### src/rtl/piso_pkg.sv
// Shared types and constants for the stream serializer.
// Holds the shifter state encoding and counter sizing.
package piso_pkg;

    localparam int DEFAULT_WIDTH = 8;

    typedef enum logic {
        IDLE  = 1'b0,
        SHIFT = 1'b1
    } state_t;

    function automatic int cnt_width(input int w);
        return (w < 2) ? 1 : $clog2(w);
    endfunction

endpackage

### src/rtl/piso_shift_core.sv
// Shift register, bit counter and frame state machine.
// Reports idle and the last-bit edge so the parent can reload.
module piso_shift_core
    import piso_pkg::*;
#(
    parameter int WIDTH      = DEFAULT_WIDTH,
    parameter bit LSB_FIRST  = 1'b0,
    parameter bit IDLE_LEVEL = 1'b0
) (
    input  logic             clk,
    input  logic             rst,
    input  logic             load,
    input  logic [WIDTH-1:0] load_data,
    input  logic             shift_en,
    output logic             idle,
    output logic             last_edge,
    output logic             serial_out,
    output logic             serial_valid,
    output logic             frame_start,
    output logic             frame_last
);

    localparam int CW = cnt_width(WIDTH);
    localparam logic [CW-1:0] CNT_LAST = CW'(WIDTH - 1);

    state_t           state;
    state_t           state_next;
    logic [WIDTH-1:0] sreg;
    logic [WIDTH-1:0] sreg_shifted;
    logic [CW-1:0]    cnt;
    logic             at_last;

    assign at_last      = (cnt == CNT_LAST);
    assign idle         = (state == IDLE);
    assign last_edge    = (state == SHIFT) && shift_en && at_last;
    assign sreg_shifted = LSB_FIRST ? {1'b0, sreg[WIDTH-1:1]}
                                    : {sreg[WIDTH-2:0], 1'b0};

    // State register
    always_ff @(posedge clk or posedge rst) begin
        if (rst) state <= IDLE;
        else     state <= state_next;
    end

    // Next state and registered-output decode
    always_comb begin
        state_next   = state;
        serial_out   = IDLE_LEVEL;
        serial_valid = 1'b0;
        frame_start  = 1'b0;
        frame_last   = 1'b0;
        unique case (state)
            IDLE: begin
                if (load) state_next = SHIFT;
            end
            SHIFT: begin
                serial_out   = LSB_FIRST ? sreg[0] : sreg[WIDTH-1];
                serial_valid = 1'b1;
                frame_start  = (cnt == '0);
                frame_last   = at_last;
                if (load)           state_next = SHIFT;
                else if (last_edge) state_next = IDLE;
            end
            default: state_next = IDLE;
        endcase
    end

    // Shift register and bit counter
    always_ff @(posedge clk or posedge rst) begin
        if (rst) begin
            sreg <= '0;
            cnt  <= '0;
        end else if (load) begin
            sreg <= load_data;
            cnt  <= '0;
        end else if ((state == SHIFT) && shift_en) begin
            sreg <= sreg_shifted;
            cnt  <= at_last ? '0 : cnt + CW'(1);
        end
    end

endmodule

### src/rtl/piso_stream_serializer.sv
// Valid/ready word intake with a one-entry holding buffer.
// Feeds the shift core so frames run back to back.
module piso_stream_serializer
    import piso_pkg::*;
#(
    parameter int WIDTH      = DEFAULT_WIDTH,
    parameter bit LSB_FIRST  = 1'b0,
    parameter bit IDLE_LEVEL = 1'b0
) (
    input  logic             Clk,
    input  logic             Rst,
    input  logic [WIDTH-1:0] Parallel_In,
    input  logic             In_Valid,
    output logic             In_Ready,
    input  logic             Shift_En,
    output logic             Serial_Out,
    output logic             Serial_Valid,
    output logic             Frame_Start,
    output logic             Frame_Last,
    output logic             Busy
);

    logic [WIDTH-1:0] hold;
    logic             hold_full;
    logic             accept;
    logic             load;
    logic             core_idle;
    logic             core_last;

    assign In_Ready = !hold_full;
    assign accept   = In_Valid && !hold_full;
    assign load     = hold_full && (core_idle || core_last);
    assign Busy     = Serial_Valid || hold_full;

    // Holding buffer: filled on accept, drained on load
    always_ff @(posedge Clk or posedge Rst) begin
        if (Rst) begin
            hold      <= '0;
            hold_full <= 1'b0;
        end else if (accept) begin
            hold      <= Parallel_In;
            hold_full <= 1'b1;
        end else if (load) begin
            hold_full <= 1'b0;
        end
    end

    piso_shift_core #(
        .WIDTH      (WIDTH),
        .LSB_FIRST  (LSB_FIRST),
        .IDLE_LEVEL (IDLE_LEVEL)
    ) u_core (
        .clk          (Clk),
        .rst          (Rst),
        .load         (load),
        .load_data    (hold),
        .shift_en     (Shift_En),
        .idle         (core_idle),
        .last_edge    (core_last),
        .serial_out   (Serial_Out),
        .serial_valid (Serial_Valid),
        .frame_start  (Frame_Start),
        .frame_last   (Frame_Last)
    );

endmodule

### config.mk
export PLATFORM = sky130hd
export DESIGN_NAME = piso_stream_serializer
export DESIGN_NICKNAME = d
export VERILOG_FILES = /design/src/rtl/piso_pkg.sv /design/src/rtl/piso_shift_core.sv /design/src/rtl/piso_stream_serializer.sv
export SDC_FILE = /design/constraint.sdc
export NUM_CORES = 1
export LEC_CHECK = 0
export CAP_MARGIN = 20
export CELL_PAD_IN_SITES_DETAIL_PLACEMENT = 1
export CELL_PAD_IN_SITES_GLOBAL_PLACEMENT = 1
export CORE_UTILIZATION = 41
export CTS_CLUSTER_DIAMETER = 150
export DETAILED_ROUTE_END_ITERATION = 8
export PLACE_DENSITY_LB_ADDON = 0.12
export SYNTH_ARGS = -nofsm -noshare
export SYNTH_HDL_FRONTEND = slang
export SYNTH_SLANG_ARGS = --single-unit
### constraint.sdc
create_clock -name Clk -period 2 [get_ports Clk]
set_input_delay 0.4 -clock Clk [delete_from_list [all_inputs] [get_ports Clk]]
set_output_delay 0.4 -clock Clk [all_outputs]
set_load 0.01 [all_outputs]
==> flow_summary.html <==
<table>
<tr><th>Metric</th><th>Value</th></tr>
<tr><th colspan="2">Worst setup path</th></tr>
<tr><td>Worst Setup SP</td><td>u_core.cnt[0]$_DFFE_PP0P_</td></tr>
<tr><td>Critical path arrival</td><td>around 1.5 ns</td></tr>
<tr><td>Capturing point of the worst reg2reg path</td><td>u_core.sreg[7]$_DFFE_PP0P_</td></tr>
<tr><td>Count of cells along the worst register-to-register path</td><td>6</td></tr>
<tr><td>Crit path capture type</td><td>primary output</td></tr>
<tr><td>Critical Path RT</td><td>1.60 ns</td></tr>
<tr><td>Setup crit start kind</td><td>flop</td></tr>
<tr><td>Crit path kind</td><td>reg -&gt; out</td></tr>
<tr><td>Worst flop-to-flop path startpoint</td><td>u_core.cnt[0]$_DFFE_PP0P_</td></tr>
<tr><td>Crit path max fanout</td><td>3</td></tr>
<tr><td>Worst setup slack for register-to-register paths</td><td>0.50 ns</td></tr>
<tr><th colspan="2">STA</th></tr>
<tr><td>Actual slew at the worst max-slew pin</td><td>between 0.2 and 0.3 ns</td></tr>
<tr><td>Final worst-path cycle share</td><td>0.952</td></tr>
<tr><td>Maximum frequency from static timing analysis</td><td>about 0.53 GHz</td></tr>
<tr><td>Final clock skew</td><td>0.0117 ns</td></tr>
<tr><td>Slew headroom</td><td>0.821</td></tr>
<tr><td>Final setup violation count</td><td>0</td></tr>
<tr><td>Slew Limit Fails</td><td>0</td></tr>
<tr><td>Final-report hold violation count</td><td>0</td></tr>
<tr><td>Shortest period the worst path allows</td><td>around 1.9 ns</td></tr>
<tr><td>Unrepaired setup endpoints after global routing</td><td>false</td></tr>
<tr><td>Sum of negative setup slack</td><td>0 ns</td></tr>
<tr><th colspan="2">Layout</th></tr>
<tr><td>Most common cell after layout, fill and taps aside</td><td>dfrtp_1</td></tr>
<tr><td>Total area of multi-input combinational cells</td><td>536 um2</td></tr>
<tr><td>Storage cell area</td><td>between 500 and 600 um2</td></tr>
<tr><td>Layout cell share with drive strength beyond 1</td><td>0.233</td></tr>
<tr><td>Final layout net count</td><td>132</td></tr>
<tr><td>Antenna Diode Count</td><td>0</td></tr>
<tr><td>Area overhead of the layout relative to synthesis</td><td>21.5%</td></tr>
<tr><td>Commonest non-fill, non-tap cells in the layout</td><td>dfrtp_1, clkdlybuf4s50_1, mux2_4</td></tr>
<tr><td># fillers</td><td>a little under 300</td></tr>
<tr><th colspan="2">Run status</th></tr>
<tr><td>Outcome</td><td>completed</td></tr>
<tr><th colspan="2">Placement</th></tr>
<tr><td>Number of buffer cells added on primary ports</td><td>17</td></tr>
<tr><td>Placed wire-length estimate after detailed placement</td><td>approximately 1700 um</td></tr>
<tr><td>Final RePlAce weighted congestion</td><td>between 0.7 and 0.8</td></tr>
<tr><th colspan="2">Yosys</th></tr>
<tr><td>Cell count after synthesis</td><td>between 90 and 100</td></tr>
<tr><td>Number of flip-flops and latches in the synthesized netlist</td><td>21</td></tr>
<tr><td>Biggest area consumer among synthesized cells</td><td>dfrtp_1</td></tr>
<tr><td>Dominant cells by area after synthesis</td><td>dfrtp_1, mux2_4, mux2i_1</td></tr>
<tr><td>Synth top area share</td><td>0.468</td></tr>
<tr><td>Syn_area_per_cell</td><td>approximately 12 um2</td></tr>
<tr><td>Warning count from the yosys run</td><td>0</td></tr>
<tr><td>Post-synthesis cell area</td><td>between 1000 and 1500 um2</td></tr>
<tr><td>Mapped Nets</td><td>between 100 and 150</td></tr>
<tr><td>Library cells used by synthesis</td><td>29</td></tr>
<tr><td>Fraction of the yosys area taken by sequential cells</td><td>0.468</td></tr>
<tr><th colspan="2">Clock network</th></tr>
<tr><td>TritonCTS clock tree</td><td>yes</td></tr>
<tr><td>Cell chosen for the clock root</td><td>clkbuf_4</td></tr>
<tr><td># Post-CTS Setup Buffers</td><td>0</td></tr>
<tr><td>Number of buffers created by CTS</td><td>3</td></tr>
<tr><td>Number of buffers between clock root and the deepest sink</td><td>2</td></tr>
<tr><td>Register clock-pin slew on the reported worst setup and hold paths</td><td>0.12 ns</td></tr>
<tr><td>Clk Latency, worst-skew pair</td><td>approximately 0.31 ns</td></tr>
<tr><td>Clk sink count</td><td>21</td></tr>
<tr><td>Hold-fix buffer count after cts</td><td>0</td></tr>
<tr><td>CTS H-tree lvls</td><td>1</td></tr>
<tr><th colspan="2">Die</th></tr>
<tr><td>Ports</td><td>18</td></tr>
<tr><td>Area of the core region</td><td>2520 um2</td></tr>
<tr><td>Area enclosed by the die boundary</td><td>approximately 3000 um2</td></tr>
<tr><td>Initial core utilization</td><td>0.445</td></tr>
<tr><td>Site Rows</td><td>18</td></tr>
<tr><td>Die width</td><td>54.4 um</td></tr>
<tr><td>Die height</td><td>roughly 54 um</td></tr>
<tr><th colspan="2">Detailed routing</th></tr>
<tr><td>Initial DRC Count</td><td>6</td></tr>
<tr><td>Vias/cell</td><td>around 5.3</td></tr>
<tr><td>Drt pass-1 iters</td><td>4</td></tr>
<tr><td>Number of nets still failing antenna checks after routing</td><td>0</td></tr>
<tr><td>DRC violations left</td><td>0</td></tr>
<tr><td>Wire length reported by the detailed router</td><td>about 2200 um</td></tr>
<tr><td>Average routed wire per standard cell</td><td>roughly 15 um</td></tr>
<tr><td>Count of vias placed by the detailed router</td><td>roughly 770</td></tr>
<tr><th colspan="2">Power</th></tr>
<tr><td>Peak supply drop</td><td>694 uV</td></tr>
<tr><td>Power density over cell area</td><td>1150 nW/um2</td></tr>
<tr><td>Leak Pwr</td><td>around 0.67 nW</td></tr>
<tr><td>Total power</td><td>between 1.5 and 2 mW</td></tr>
<tr><th colspan="2">Global route</th></tr>
<tr><td>Global-route total usage across every layer</td><td>0.183</td></tr>
<tr><td>Wire length of the first global-routing pass</td><td>between 3000 and 4000 um</td></tr>
<tr><td>Gr ovfl total</td><td>0</td></tr>
<tr><td>Number of antenna violations at the first check in global routing</td><td>0</td></tr>
<tr><td>Vias in the first global route</td><td>~810</td></tr>
<tr><td>Maximum number of pins on one net before global-route repair</td><td>22</td></tr>
<tr><th colspan="2">Hold path</th></tr>
<tr><td>Worst min-delay path class</td><td>in -&gt; async</td></tr>
<tr><th colspan="2">Job</th></tr>
<tr><td>Number of maximum-capacitance constraint violations</td><td>0</td></tr>
</table>
-- state kept, by name, summed over array words and instances (netlist names) --
signal / count
u_core.sreg: 8
hold_full: 1
hold: 8
u_core.cnt: 3
u_core.state: 1
-- per-layer routing --
metal / wire, um / part of all wire / global-route usage / vias up
met1: 981 / 0.45 / 0.232 / 377
met2: 1090 / 0.50 / 0.303 / 17
met5: 0 / 0 / 0 / -
met4: 10 / 0.0046 / 0.0385 / 0
met3: 99 / 0.045 / 0.0583 / 2
li1: - / - / - / 372
-- cells in the mapped netlist (all sizes together) --
cell / number
inv: 7
and3: 1
a21o: 1
mux2: 9
nor2b: 2
mux2i: 8
or3: 1
o22ai: 8
nand2: 4
and2: 2
nor3: 1
ha: 3
o2bb2ai: 1
nand2b: 5
a31oi: 1
o21ai: 1
or2: 1
dfrtp: 21
a21oi: 7
or2b: 3
buf: 4
nor2: 1
a221oi: 1
-- worst max-delay path by stage --
| stage | to | slack, ns | depth (start not counted) |
|---|---|---|---|
| final | Frame_Last | 0.1 | 4 |
| after global routing | Frame_Last | 0.005 | 4 |
| after CTS | Frame_Last | 0.03 | 4 |
| after detailed placement | Frame_Last | 0.20 | 4 |
| after global placement | Frame_Last | 0.23 | 4 |
| after floorplan | Frame_Last | 0.57 | 3 |
-- area by class of cell --
type,instances,share of cell area
clock buffers,3,0.0165
flip-flops and latches,21,0.385
clock inverters,1,0.00367
multi-input cells,61,0.392
inverters,7,0.0192
well taps,30,0.0275
repair buffers,23,0.156
-- critical path: stages, from the launching register on --
cell	delay, ns
dfrtp_1	0.42
ha_2	0.19
ha_1	0.19
and2_1	0.13
dlygate4sd2_1	0.27
-- cells by family (layout without fill, tap and decap cells) --
kind of cell	count (synthesis)	in the layout	synth area share
buf+inv	11	34	0.0579
fa+ha+maj	3	3	0.0334
mux	17	17	0.192
flops	21	21	0.468
compound gates	20	20	0.120
simple gates	21	21	0.129
-- stage by stage --
stage          worst slack [ns]   util  std cells  hold slack [ns]  instance area, um2
2_1_floorplan             0.565      -         93            0.377                1120
3_3_place_gp              0.230  0.530        142            0.503                1340
3_5_place_dp              0.195  0.530        142            0.506                1340
4_1_cts                  0.0331  0.540        146            0.406                1360
5_1_grt                 0.00485  0.541        146            0.420                1370
6_report                 0.0965  0.541        146            0.399                1370
-- power by group --
group / leakage (nW) / switching (mW) / internal [mW]
clock: 0.0177 / 0.130 / 0.0746
combinational: 0.407 / 0.265 / 0.382
sequential: 0.241 / 0.119 / 0.592
total: 0.666 / 0.514 / 1.05
-- what timing repair did --
action / in CTS / in global routing
gates cloned: 0 / 0
setup endpoints to repair: 2 / 1
resized for setup: 2 / 1
Note: power is estimated with default switching activity, not from simulation.
